==> src/rtl/fetch_buffer.sv <==
// Circular instruction queue between fetch and decode, with valid/ready on both sides and single-cycle flush.
// Optional same-cycle bypass when empty: define FETCH_BUFFER_BYPASS_EN.
module fetch_buffer #(
    parameter int DEPTH   = 8,
    parameter int INSTR_W = 32,
    parameter int PC_W    = 8
) (
    input  logic                       clk,
    input  logic                       rst,
    input  logic                       flush_i,
    input  logic                       in_valid_i,
    output logic                       in_ready_o,
    input  logic [INSTR_W-1:0]         in_instr_i,
    input  logic [PC_W-1:0]            in_pc_i,
    output logic                       out_valid_o,
    input  logic                       out_ready_i,
    output logic [INSTR_W-1:0]         out_instr_o,
    output logic [PC_W-1:0]            out_pc_o,
    output logic [$clog2(DEPTH+1)-1:0] count_o
);

    localparam int PTR_W = $clog2(DEPTH);
    localparam int CNT_W = $clog2(DEPTH+1);

    logic [INSTR_W-1:0] instr_mem_q [DEPTH];
    logic [INSTR_W-1:0] instr_mem_d [DEPTH];
    logic [PC_W-1:0]    pc_mem_q    [DEPTH];
    logic [PC_W-1:0]    pc_mem_d    [DEPTH];
    logic [PTR_W-1:0]   head_q, head_d;
    logic [PTR_W-1:0]   tail_q, tail_d;
    logic [CNT_W-1:0]   count_q, count_d;

    logic empty;
    logic bypass;
    logic push;
    logic pop;

    always_comb begin
        empty  = (count_q == '0);
        bypass = 1'b0;
`ifdef FETCH_BUFFER_BYPASS_EN
        bypass = empty && in_valid_i && !flush_i;
`endif
        in_ready_o  = (count_q < CNT_W'(DEPTH));
        out_valid_o = !empty || bypass;
        out_instr_o = '0;
        out_pc_o    = '0;
        if (!empty) begin
            out_instr_o = instr_mem_q[head_q];
            out_pc_o    = pc_mem_q[head_q];
        end else if (bypass) begin
            out_instr_o = in_instr_i;
            out_pc_o    = in_pc_i;
        end

        // A bypassed word taken by decode this cycle never enters storage.
        push = in_valid_i && in_ready_o && !flush_i && !(bypass && out_ready_i);
        pop  = !empty && out_ready_i && !flush_i;

        instr_mem_d = instr_mem_q;
        pc_mem_d    = pc_mem_q;
        head_d      = head_q;
        tail_d      = tail_q;
        count_d     = count_q;

        if (push) begin
            instr_mem_d[tail_q] = in_instr_i;
            pc_mem_d[tail_q]    = in_pc_i;
            tail_d              = tail_q + 1'b1;
        end
        if (pop) begin
            head_d = head_q + 1'b1;
        end
        case ({push, pop})
            2'b10:   count_d = count_q + 1'b1;
            2'b01:   count_d = count_q - 1'b1;
            default: count_d = count_q;
        endcase
        if (flush_i) begin
            head_d  = '0;
            tail_d  = '0;
            count_d = '0;
        end
    end

    assign count_o = count_q;

    always_ff @(posedge clk) begin
        if (rst) begin
            head_q  <= '0;
            tail_q  <= '0;
            count_q <= '0;
        end else begin
            head_q  <= head_d;
            tail_q  <= tail_d;
            count_q <= count_d;
        end
    end

    // Storage is left uncleared by reset/flush; count gates every read.
    always_ff @(posedge clk) begin
        instr_mem_q <= instr_mem_d;
        pc_mem_q    <= pc_mem_d;
    end

endmodule

==> config.mk <==
export PLATFORM = sky130hd
export DESIGN_NAME = fetch_buffer
export DESIGN_NICKNAME = d
export VERILOG_FILES = /design/src/rtl/fetch_buffer.sv
export SDC_FILE = /design/constraint.sdc
export NUM_CORES = 1
export LEC_CHECK = 0
export ABC_CLOCK_PERIOD_IN_PS = 4000
export CORE_MARGIN = 2
export CORE_UTILIZATION = 57
export CTS_CLUSTER_SIZE = 8
export DETAILED_ROUTE_END_ITERATION = 8
export DONT_BUFFER_PORTS = 1
export HOLD_SLACK_MARGIN = 0.1
export PLACE_DENSITY = 0.75
export SLEW_MARGIN = 30
export SYNTH_ARGS = -nofsm -noshare
export SYNTH_HDL_FRONTEND = slang
export SYNTH_SLANG_ARGS = --single-unit
==> constraint.sdc <==
create_clock -name clk -period 4 [get_ports clk]
set_clock_uncertainty 0.1 [all_clocks]
set_input_delay 0.2 -clock clk [delete_from_list [all_inputs] [get_ports clk]]
set_output_delay 0.2 -clock clk [all_outputs]
set_load 0.1 [all_outputs]
==> flow_metrics.py, run 1 <==
metrics = {
    "placed_design": {
        "hpwl_um": 13270,
        "dp_cells": 887,
        "dpl-instance-area_um2": 13620,
        "port_buffers": 0,
        "routabilityCongestion": 0.7463,
    },
    "power": {
        "vdd_drop_max_mv": 0.3651,
        "p_int_mw": 6.049,
        "pwr-share-seq_pct": 50.6,
        "p_clk_share_pct": 45.2,
        "powerDensity_nw_per_um2": 493.7,
        "power_frac_comb_pct": 4.2,
        "netSwitchingFraction_pct": 20.23,
        "p_total_mw": 7.583,
        "leakage_nw": 4.776,
        "switchingPower_mw": 1.534,
    },
    "setup_path": {
        "criticalPathCategory": "flop to flop",
        "timing.rr.start": "count_o[0]",
        "r2r_slack_ps": 430,
        "r2r_cells": 12,
        "cp-end-kind": "flop",
        "r2r-end": "count_o[2]",
        "worstPathMaxFanout": 5,
        "crit_path_start_kind": "flop",
        "crit_arrival_ps": 3920,
        "cp.required_ps": 4350,
    },
    "min_path": {
        "hp-start": "flush_i",
        "hold_end": "count_o[0]",
        "hold_class": "input pin to flop",
        "whs_path_depth": 4,
    },
    "cts": {
        "clock_path_buffers": 3,
        "cts_tree": "yes",
        "clockRootBuffer": "clkbuf_16",
        "clk_pin_slew_ps": 50,
        "clkSinkCount": 330,
        "cts_htree_levels": 2,
        "ctsResizeCount": 0,
        "cts-buffers-inserted": 47,
        "clk_latency_ps": 520,
    },
    "sta": {
        "slew_viol_final": 0,
        "finalCritPeriodShare_pct": 89.34,
        "grt_setup_unrepaired": "no",
        "clock.fmax_mhz": 279.8,
        "finalHoldViolCount": 0,
        "setup_violations": 0,
        "fin_setup_tns_ps": 0,
        "min_period_ps": 3573,
        "slew_headroom_pct": 35.62,
        "tightest_slew_ps": 964.3,
    },
    "final_layout": {
        "drive_gt1_share_pct": 33.61,
        "stdcell_count": 1003,
        "nNetsFinal": 752,
        "most-common-layout-cells": "320 x edfxtp_1, 80 x mux4_2, 48 x buf_4, 47 x clkbuf_16, 46 x dlygate4sd3_1",
        "final_core_util_pct": 70.16,
        "fillers": 1327,
        "fin_area_um2": 15360,
        "antenna_cells": 0,
        "syn_to_final_growth_pct": 20.77,
        "final_common_cell": "edfxtp_1",
    },
    "global_routing": {
        "grt_pass1_wl_um": 38290,
        "grt_max_degree": 41,
        "grt_pass1_vias": 6562,
        "antenna_found_initial": 0,
        "grt_util_all_layers_pct": 21.66,
        "overflow": 0,
    },
    "floorplan": {
        "core_um2": 21890,
        "start_util_pct": 58.10,
        "rows": 54,
        "die-area_um2": 23520,
        "dieHeight_um": 153.4,
        "fp.dieW_um": 153.4,
        "ios": 91,
    },
    "detailed_routing": {
        "dr.pass1.iters": 4,
        "drc": 0,
        "final_antenna_net_count": 0,
        "wl_per_cell_um": 24.76,
        "drtIter0Drc": 450,
        "drt-vias-per-instance": 6.074,
        "vias": 6092,
        "wl_um": 24840,
    },
    "synthesis": {
        "seq_area_frac_synth_pct": 77.13,
        "ys_types": 27,
        "yosysWarnings": 0,
        "synth_area_um2": 12720,
        "synth_nets": 629,
        "syn_inst": 579,
        "synth-seq-cells": 330,
        "avgSynthCellArea_um2": 21.97,
    },
    "flow_run": {
        "maxCapViolCount": 0,
    },
    "run_status": {
        "status": "completed",
    },
}
==> power by group through the flow <==
stage | clock [mW] | sequential, mW | combinational [mW]
CTS | 3.49 | 3.84 | 0.317
finish | 3.43 | 3.84 | 0.316
floorplan | 0 | 3.90 | 0.184
global placement | 0 | 3.90 | 0.240
global route | 3.64 | 3.83 | 0.333
detailed placement | 0 | 3.90 | 0.244
==> registers in the layout (all words and copies together) (netlist names) <==
name,cells
count_o,4
tail_q,3
head_q,3
pc_mem_q,64
instr_mem_q,256
==> metal layers <==
layer	wire length, um	vias to the layer above	part of all wire [%]	track usage (%)
met1	9919	3182	40	29.46
met4	508	0	2.0	6.247
met3	1636	49	6.6	3.941
met5	0	-	0	0
li1	-	2629	-	-
met2	12770	232	51	36.65
==> cells by family (layout without fill, tap and decap cells) <==
kind of cell / after synthesis / count (layout) / synth area share [%]
flops: 330 / 330 / 77.13
mux: 121 / 121 / 17.39
simple gates: 75 / 75 / 2.587
buf+inv: 31 / 175 / 1.456
compound gates: 11 / 11 / 0.5312
xor+xnor: 6 / 6 / 0.4132
fa+ha+maj: 5 / 5 / 0.4919
==> synthesized netlist by cell type (all sizes together) <==
cell type	number	area share, %
inv	3	0.089
xor2	6	0.41
nor2	52	1.5
nand2b	3	0.15
nor3b	1	0.098
ha	5	0.49
a21oi	6	0.27
o21ai	2	0.079
nand2	8	0.24
a21o	2	0.12
nor4	1	0.098
mux2i	41	3.2
edfxtp	320	76
buf	15	0.98
nand3b	1	0.059
clkbuf	13	0.38
a211o	1	0.069
or3	1	0.049
or4b	1	0.079
dfxtp	10	1.6
nand3	4	0.16
mux4	80	14
nor3	2	0.079
or2	1	0.049
==> critical path, stage by stage (launching register included) <==
cell	delay, ps
dfxtp_1	950
buf_4	290
nor4_4	60
inv_2	390
nand2_1	190
nor2_1	190
ha_1	280
xor2_1	170
ha_1	170
a21oi_1	50
xor2_1	180
or3_1	310
a21oi_1	150
==> through the flow <==
| stage | hold WS [ps] | setup slack (ps) |
|---|---|---|
| 4_1_cts | 171.2 | 431.8 |
| 2_1_floorplan | 198.9 | 438.7 |
| 3_3_place_gp | 199.1 | 596.5 |
| 5_1_grt | 244.9 | 216.5 |
| 3_5_place_dp | 199.1 | 446.2 |
| 6_report | 201.7 | 426.6 |
==> how the worst max path moves through the flow <==
stage | startpoint | to | slack, ps | cells past startpoint
final | count_o[0] | count_o[2] | 430 | 12
after global routing | count_o[0] | count_o[2] | 220 | 12
after CTS | count_o[0] | count_o[2] | 430 | 12
after detailed placement | count_o[0] | count_o[2] | 450 | 12
after global placement | count_o[0] | count_o[2] | 600 | 12
after floorplan | count_o[3] | instr_mem_q[100] | 440 | 3
==> cell type report <==
class / count / area [um2] / area share [%]
repair buffers: 102 / 980.9 / 6.386
clock buffers: 66 / 1247 / 8.122
well taps: 280 / 350.3 / 2.281
clock inverters: 4 / 33.78 / 0.2199
inverters: 3 / 11.26 / 0.07331
multi-input cells: 218 / 2915 / 18.98
flip-flops and latches: 330 / 9821 / 63.94
==> timing repair <==
| action | in CTS | in global routing |
|---|---|---|
| hold buffers | 46 | 0 |
| buffers inserted | 0 | 0 |
| endpoints found under the hold margin | 330 | 0 |
(Power assumes the default switching activity.)
==> inputs of run 2 (changes only) <==
--- a/config.mk
+++ b/config.mk
@@ -6,6 +6,7 @@
 export NUM_CORES = 1
 export LEC_CHECK = 0
 export ABC_CLOCK_PERIOD_IN_PS = 4000
+export CORE_ASPECT_RATIO = 1.25
 export CORE_MARGIN = 2
 export CORE_UTILIZATION = 57
 export CTS_CLUSTER_SIZE = 8
==> flow_metrics.py, run 2 (same netlist as run 1, synthesis figures left out) <==
metrics = {
    "flow_run": {
        "maxCapViolCount": 0,
    },
    "placed_design": {
        "pre_cts_slack_ps": 837.6,
        "port_buffers": 0,
        "hpwl_um": 13340,
        "dp_cells": 894,
        "routabilityCongestion": 0.7087,
        "dpl-instance-area_um2": 13640,
    },
    "run_status": {
        "status": "completed",
    },
    "detailed_routing": {
        "drtIter0Drc": 454,
        "dr.pass1.iters": 5,
        "final_antenna_net_count": 0,
        "vias": 6161,
        "drc": 0,
        "wl_per_cell_um": 25.58,
        "wl_um": 25830,
        "drt-vias-per-instance": 6.100,
    },
    "min_path": {
        "whs_path_depth": 4,
        "hp-start": "flush_i",
        "hold_end": "count_o[0]",
        "hold_class": "input pin to flop",
    },
    "final_layout": {
        "syn_to_final_growth_pct": 21.18,
        "fin_area_um2": 15410,
        "top_register": "instr_mem_q",
        "drive_gt1_share_pct": 33.93,
        "nNetsFinal": 756,
        "largest_reg_flops": 256,
        "final_core_util_pct": 69.87,
        "final_common_cell": "edfxtp_1",
        "most-common-layout-cells": "320 x edfxtp_1, 80 x mux4_2, 52 x buf_4, 49 x clkbuf_16, 46 x dlygate4sd3_1",
        "stdcell_count": 1010,
    },
    "cts": {
        "cts_setup_buffers": 0,
        "cts-buffers-inserted": 47,
        "ctsResizeCount": 0,
        "clk_latency_ps": 530,
        "clk_pin_slew_ps": 50,
        "cts_htree_levels": 2,
        "clkSinkCount": 330,
        "clockRootBuffer": "clkbuf_16",
        "clock_path_buffers": 3,
        "cts_tree": "yes",
    },
    "sta": {
        "grt_setup_unrepaired": "no",
        "min_period_ps": 3237,
        "slew_viol_final": 0,
        "finalWorstSetupSlack_ps": 762.8,
        "setup_violations": 0,
        "finalCritPeriodShare_pct": 80.93,
        "finalHoldViolCount": 0,
        "holdWs_ps": 229.1,
        "clock.fmax_mhz": 308.9,
        "slew_headroom_pct": 36.11,
        "fin_setup_tns_ps": 0,
        "tightest_slew_ps": 957.1,
    },
    "floorplan": {
        "core_um2": 22060,
        "fp.dieW_um": 137.6,
        "die-area_um2": 23530,
        "ios": 91,
        "dieHeight_um": 171.0,
        "start_util_pct": 57.66,
        "rows": 61,
    },
    "setup_path": {
        "worstPathMaxFanout": 7,
        "r2r-end": "count_o[2]",
        "cp-end-kind": "flop",
        "timing.rr.start": "count_o[2]",
        "crit_path_start_kind": "flop",
        "crit_arrival_ps": 3590,
        "criticalPathCategory": "flop to flop",
        "r2r_cells": 12,
        "cp.required_ps": 4350,
        "r2r_slack_ps": 760,
    },
    "global_routing": {
        "overflow": 0,
        "grt_util_all_layers_pct": 23.04,
        "grt_pass1_wl_um": 38790,
        "grt_pass1_vias": 6462,
        "grt_max_degree": 46,
        "antenna_found_initial": 3,
    },
    "power": {
        "p_total_mw": 7.652,
        "vdd_drop_max_mv": 0.3524,
        "leakage_nw": 4.809,
        "powerDensity_nw_per_um2": 496.5,
    },
}
[run 2: cell count changes in the layout (fill, tap and decap cells not counted), moves of 2 or more]
cell	previous run	this run
clkbuf_16	47	49
inv_6	3	0
diode_2	0	2
nor2_4	9	6
nor2_2	37	40
buf_4	48	52
[run 2: worst max-delay path by stage]
stage / start / to / slack [ps]
5_1_grt: count_o[2] / count_o[2] / 700
6_report: count_o[2] / count_o[2] / 760
3_3_place_gp: count_o[2] / count_o[2] / 1090
4_1_cts: count_o[2] / count_o[2] / 820
2_1_floorplan: count_o[3] / instr_mem_q[100] / 440
3_5_place_dp: count_o[2] / count_o[2] / 840
[run 2: report_power, final]
part           switching (mW)  leakage [nW]  internal (mW)
Sequential            0.00914          2.97           3.82
Clock                    1.30         0.629           2.19
Combinational           0.225          1.21         0.0981
[run 2: area by class of cell]
| class | instances | area (um2) |
|---|---|---|
| diodes | 2 | 5.005 |
| fillers | 1300 | 6645 |
| flip-flops and latches | 330 | 9821 |
| well taps | 283 | 354.1 |
| inverters | 3 | 11.26 |
| multi-input cells | 218 | 2900 |
| clock buffers | 67 | 1294 |
| repair buffers | 106 | 1018 |
| clock inverters | 1 | 8.758 |
[run 2: layer usage]
layer  wire length, um  vias to the layer above  track usage (%)
met1             10120                     3222            31.09
li1                  -                     2632                -
met3              1578                       48            4.504
met4               592                        2            8.337
met2             13530                      257            37.81
met5                13                        -                0
[run 2: what timing repair did]
item,4_1_cts,5_1_grt
hold buffers,46,0
endpoints found under the hold margin,330,0
setup endpoints to repair,0,0
[run 2: critical path, cell delays in order, from the launching register on]
cell and delay, ps:
dfxtp_1 950, buf_4 290, nor4_4 50, inv_2 70, nand2_1 90, nor2_1 180, ha_1 300, xor2_1 100
ha_1 200, a21oi_1 190, xor2_1 130, or3_1 330, a21oi_1 170
==> inputs of run 3 (changes only) <==
--- a/config.mk
+++ b/config.mk
@@ -5,15 +5,15 @@
 export SDC_FILE = /design/constraint.sdc
 export NUM_CORES = 1
 export LEC_CHECK = 0
-export ABC_CLOCK_PERIOD_IN_PS = 4000
+export ABC_CLOCK_PERIOD_IN_PS = 3300
 export CORE_ASPECT_RATIO = 1.25
 export CORE_MARGIN = 2
-export CORE_UTILIZATION = 57
+export CORE_UTILIZATION = 60
 export CTS_CLUSTER_SIZE = 8
 export DETAILED_ROUTE_END_ITERATION = 8
 export DONT_BUFFER_PORTS = 1
 export HOLD_SLACK_MARGIN = 0.1
-export PLACE_DENSITY = 0.75
+export PLACE_DENSITY = 0.76
 export SLEW_MARGIN = 30
 export SYNTH_ARGS = -nofsm -noshare
 export SYNTH_HDL_FRONTEND = slang
==> constraint.sdc (replaced) <==
create_clock -name clk -period 3.3 [get_ports clk]
set_clock_uncertainty 0.1 [all_clocks]
set_input_delay 0.165 -clock clk [delete_from_list [all_inputs] [get_ports clk]]
set_output_delay 0.165 -clock clk [all_outputs]
set_load 0.1 [all_outputs]
==> flow_metrics.py, run 3 (same netlist as run 1, synthesis figures left out) <==
metrics = {
    "cts": {
        "ctsResizeCount": 0,
        "clkSinkCount": 330,
        "cts_htree_levels": 2,
        "cts_tree": "yes",
        "clock_path_buffers": 3,
        "clockRootBuffer": "clkbuf_16",
        "clk_pin_slew_ps": 50,
        "cts-buffers-inserted": 47,
        "clk_latency_ps": 530,
    },
    "final_layout": {
        "nNetsFinal": 755,
        "antenna_cells": 0,
        "syn_to_final_growth_pct": 20.80,
        "drive_gt1_share_pct": 34.25,
        "largest_reg_flops": 256,
        "stdcell_count": 998,
        "final_core_util_pct": 73.80,
        "fin_area_um2": 15360,
        "final_common_cell": "edfxtp_1",
        "fillers": 1176,
        "top_register": "instr_mem_q",
        "most-common-layout-cells": "320 x edfxtp_1, 80 x mux4_2, 51 x buf_4, 47 x clkbuf_16, 46 x dlygate4sd3_1",
    },
    "floorplan": {
        "rows": 59,
        "ios": 91,
        "core_um2": 20820,
        "die-area_um2": 22390,
        "start_util_pct": 61.10,
        "fp.dieW_um": 134.2,
        "dieHeight_um": 166.8,
    },
    "sta": {
        "finalWorstSetupSlack_ps": 124.7,
        "tightest_slew_ps": 954.2,
        "fin_setup_tns_ps": 0,
        "grt_setup_unrepaired": "no",
        "slew_viol_final": 0,
        "holdWs_ps": 163.5,
        "finalCritPeriodShare_pct": 96.22,
        "clock.fmax_mhz": 314.9,
        "slew_headroom_pct": 36.39,
        "min_period_ps": 3175,
        "setup_violations": 0,
        "finalHoldViolCount": 0,
    },
    "min_path": {
        "hold_class": "input pin to flop",
        "hp-start": "flush_i",
        "whs_path_depth": 4,
        "hold_end": "count_o[1]",
    },
    "setup_path": {
        "cp-end-kind": "flop",
        "crit_arrival_ps": 3530,
        "crit_family": "buffers and inverters",
        "r2r_slack_ps": 120,
        "criticalPathCategory": "flop to flop",
        "cp_slowest_cell": "dlygate4sd3_1",
        "crit_path_cell_trace": "nor3b_2 -> dlygate4sd3_1 -> inv_2 -> ha_1 -> xor2_1 -> ha_1 -> a21oi_1 -> xor2_1 -> or3_1 -> a21oi_1",
        "worstPathMaxFanout": 6,
        "timing.rr.start": "count_o[3]",
        "crit_path_start_kind": "flop",
        "r2r_cells": 10,
        "r2r-end": "count_o[2]",
        "timing.critical_path.buf_inv": 2,
        "cp.required_ps": 3660,
        "cpPeakStageDelay_ps": 670,
    },
    "detailed_routing": {
        "final_antenna_net_count": 0,
        "dr_wl_met3_um": 1921,
        "wl_um": 26730,
        "vias": 6272,
        "drt-vias-per-instance": 6.285,
        "wl_per_cell_um": 26.78,
        "drtIter0Drc": 488,
        "dr.pass1.iters": 7,
        "route.met2.wl_um": 13880,
        "top_layer": "met4",
        "m1WireLength_um": 10150,
        "drc": 0,
    },
    "power": {
        "vdd_drop_max_mv": 0.3805,
        "p_total_mw": 9.231,
        "powerDensity_nw_per_um2": 600.8,
        "leakage_nw": 4.797,
    },
    "global_routing": {
        "grt_max_degree": 51,
        "overflow": 0,
        "grt_pass1_wl_um": 40280,
        "grt_pass1_vias": 6717,
        "grt_util_all_layers_pct": 24.74,
        "antenna_found_initial": 0,
    },
    "placed_design": {
        "dp_cells": 884,
        "dpl-instance-area_um2": 13620,
        "port_buffers": 0,
        "pre_cts_slack_ps": 582.3,
        "hpwl_um": 13170,
        "routabilityCongestion": 0.7356,
    },
    "flow_run": {
        "maxCapViolCount": 0,
    },
    "run_status": {
        "status": "completed",
    },
}
-- run 3: cell count changes in the layout (fill, tap and decap cells not counted), sizes merged --
cell,delta
clkbuf,-2
inv,+2
diode,-2
buf,-1
-- run 3: report_power, final --
group,switching (mW),internal (mW),leakage [nW]
Sequential,0.0183,4.63,2.98
Clock,1.61,2.58,0.619
Combinational,0.266,0.121,1.20
Total,1.89,7.34,4.80
-- run 3: timing repair --
action | in CTS | in global routing
endpoints found under the setup margin | 0 | 0
hold endpoints to repair | 330 | 0
buffers inserted | 0 | 0
hold buffers | 46 | 0
-- run 3: worst register-to-register path: cells and delay by family, from the launching register on --
kind	cells	cell delay (ps)
compound gates	2	330
xor+xnor	2	270
fa+ha+maj	2	470
buf+inv	2	750
flops	1	520
simple gates	2	660
-- run 3: layer usage --
| layer | global-route usage (%) | vias up |
|---|---|---|
| met5 | 0 | - |
| met4 | 9.703 | 0 |
| met3 | 4.962 | 62 |
| met2 | 41.22 | 310 |
| met1 | 32.60 | 3271 |
| li1 | - | 2629 |
-- run 3: layout make-up --
class | count | area, um2 | area share, %
Tap cell | 274 | 342.8 | 2.231
Clock inverter | 3 | 37.54 | 0.2443
Timing Repair Buffer | 105 | 1003 | 6.531
Sequential cell | 330 | 9824 | 63.95
Clock buffer | 65 | 1244 | 8.095
Multi-Input combinational cell | 218 | 2900 | 18.88
Inverter | 3 | 11.26 | 0.07330
-- run 3: worst max path at each step --
stage / from / endpoint / slack (ps) / cells past startpoint
floorplan: count_o[3] / instr_mem_q[100] / -9 / 3
global placement: count_o[3] / count_o[2] / 740 / 11
detailed placement: count_o[3] / count_o[2] / 580 / 11
CTS: count_o[3] / count_o[2] / 110 / 10
global route: count_o[3] / count_o[2] / 5 / 10
finish: count_o[3] / count_o[2] / 120 / 10
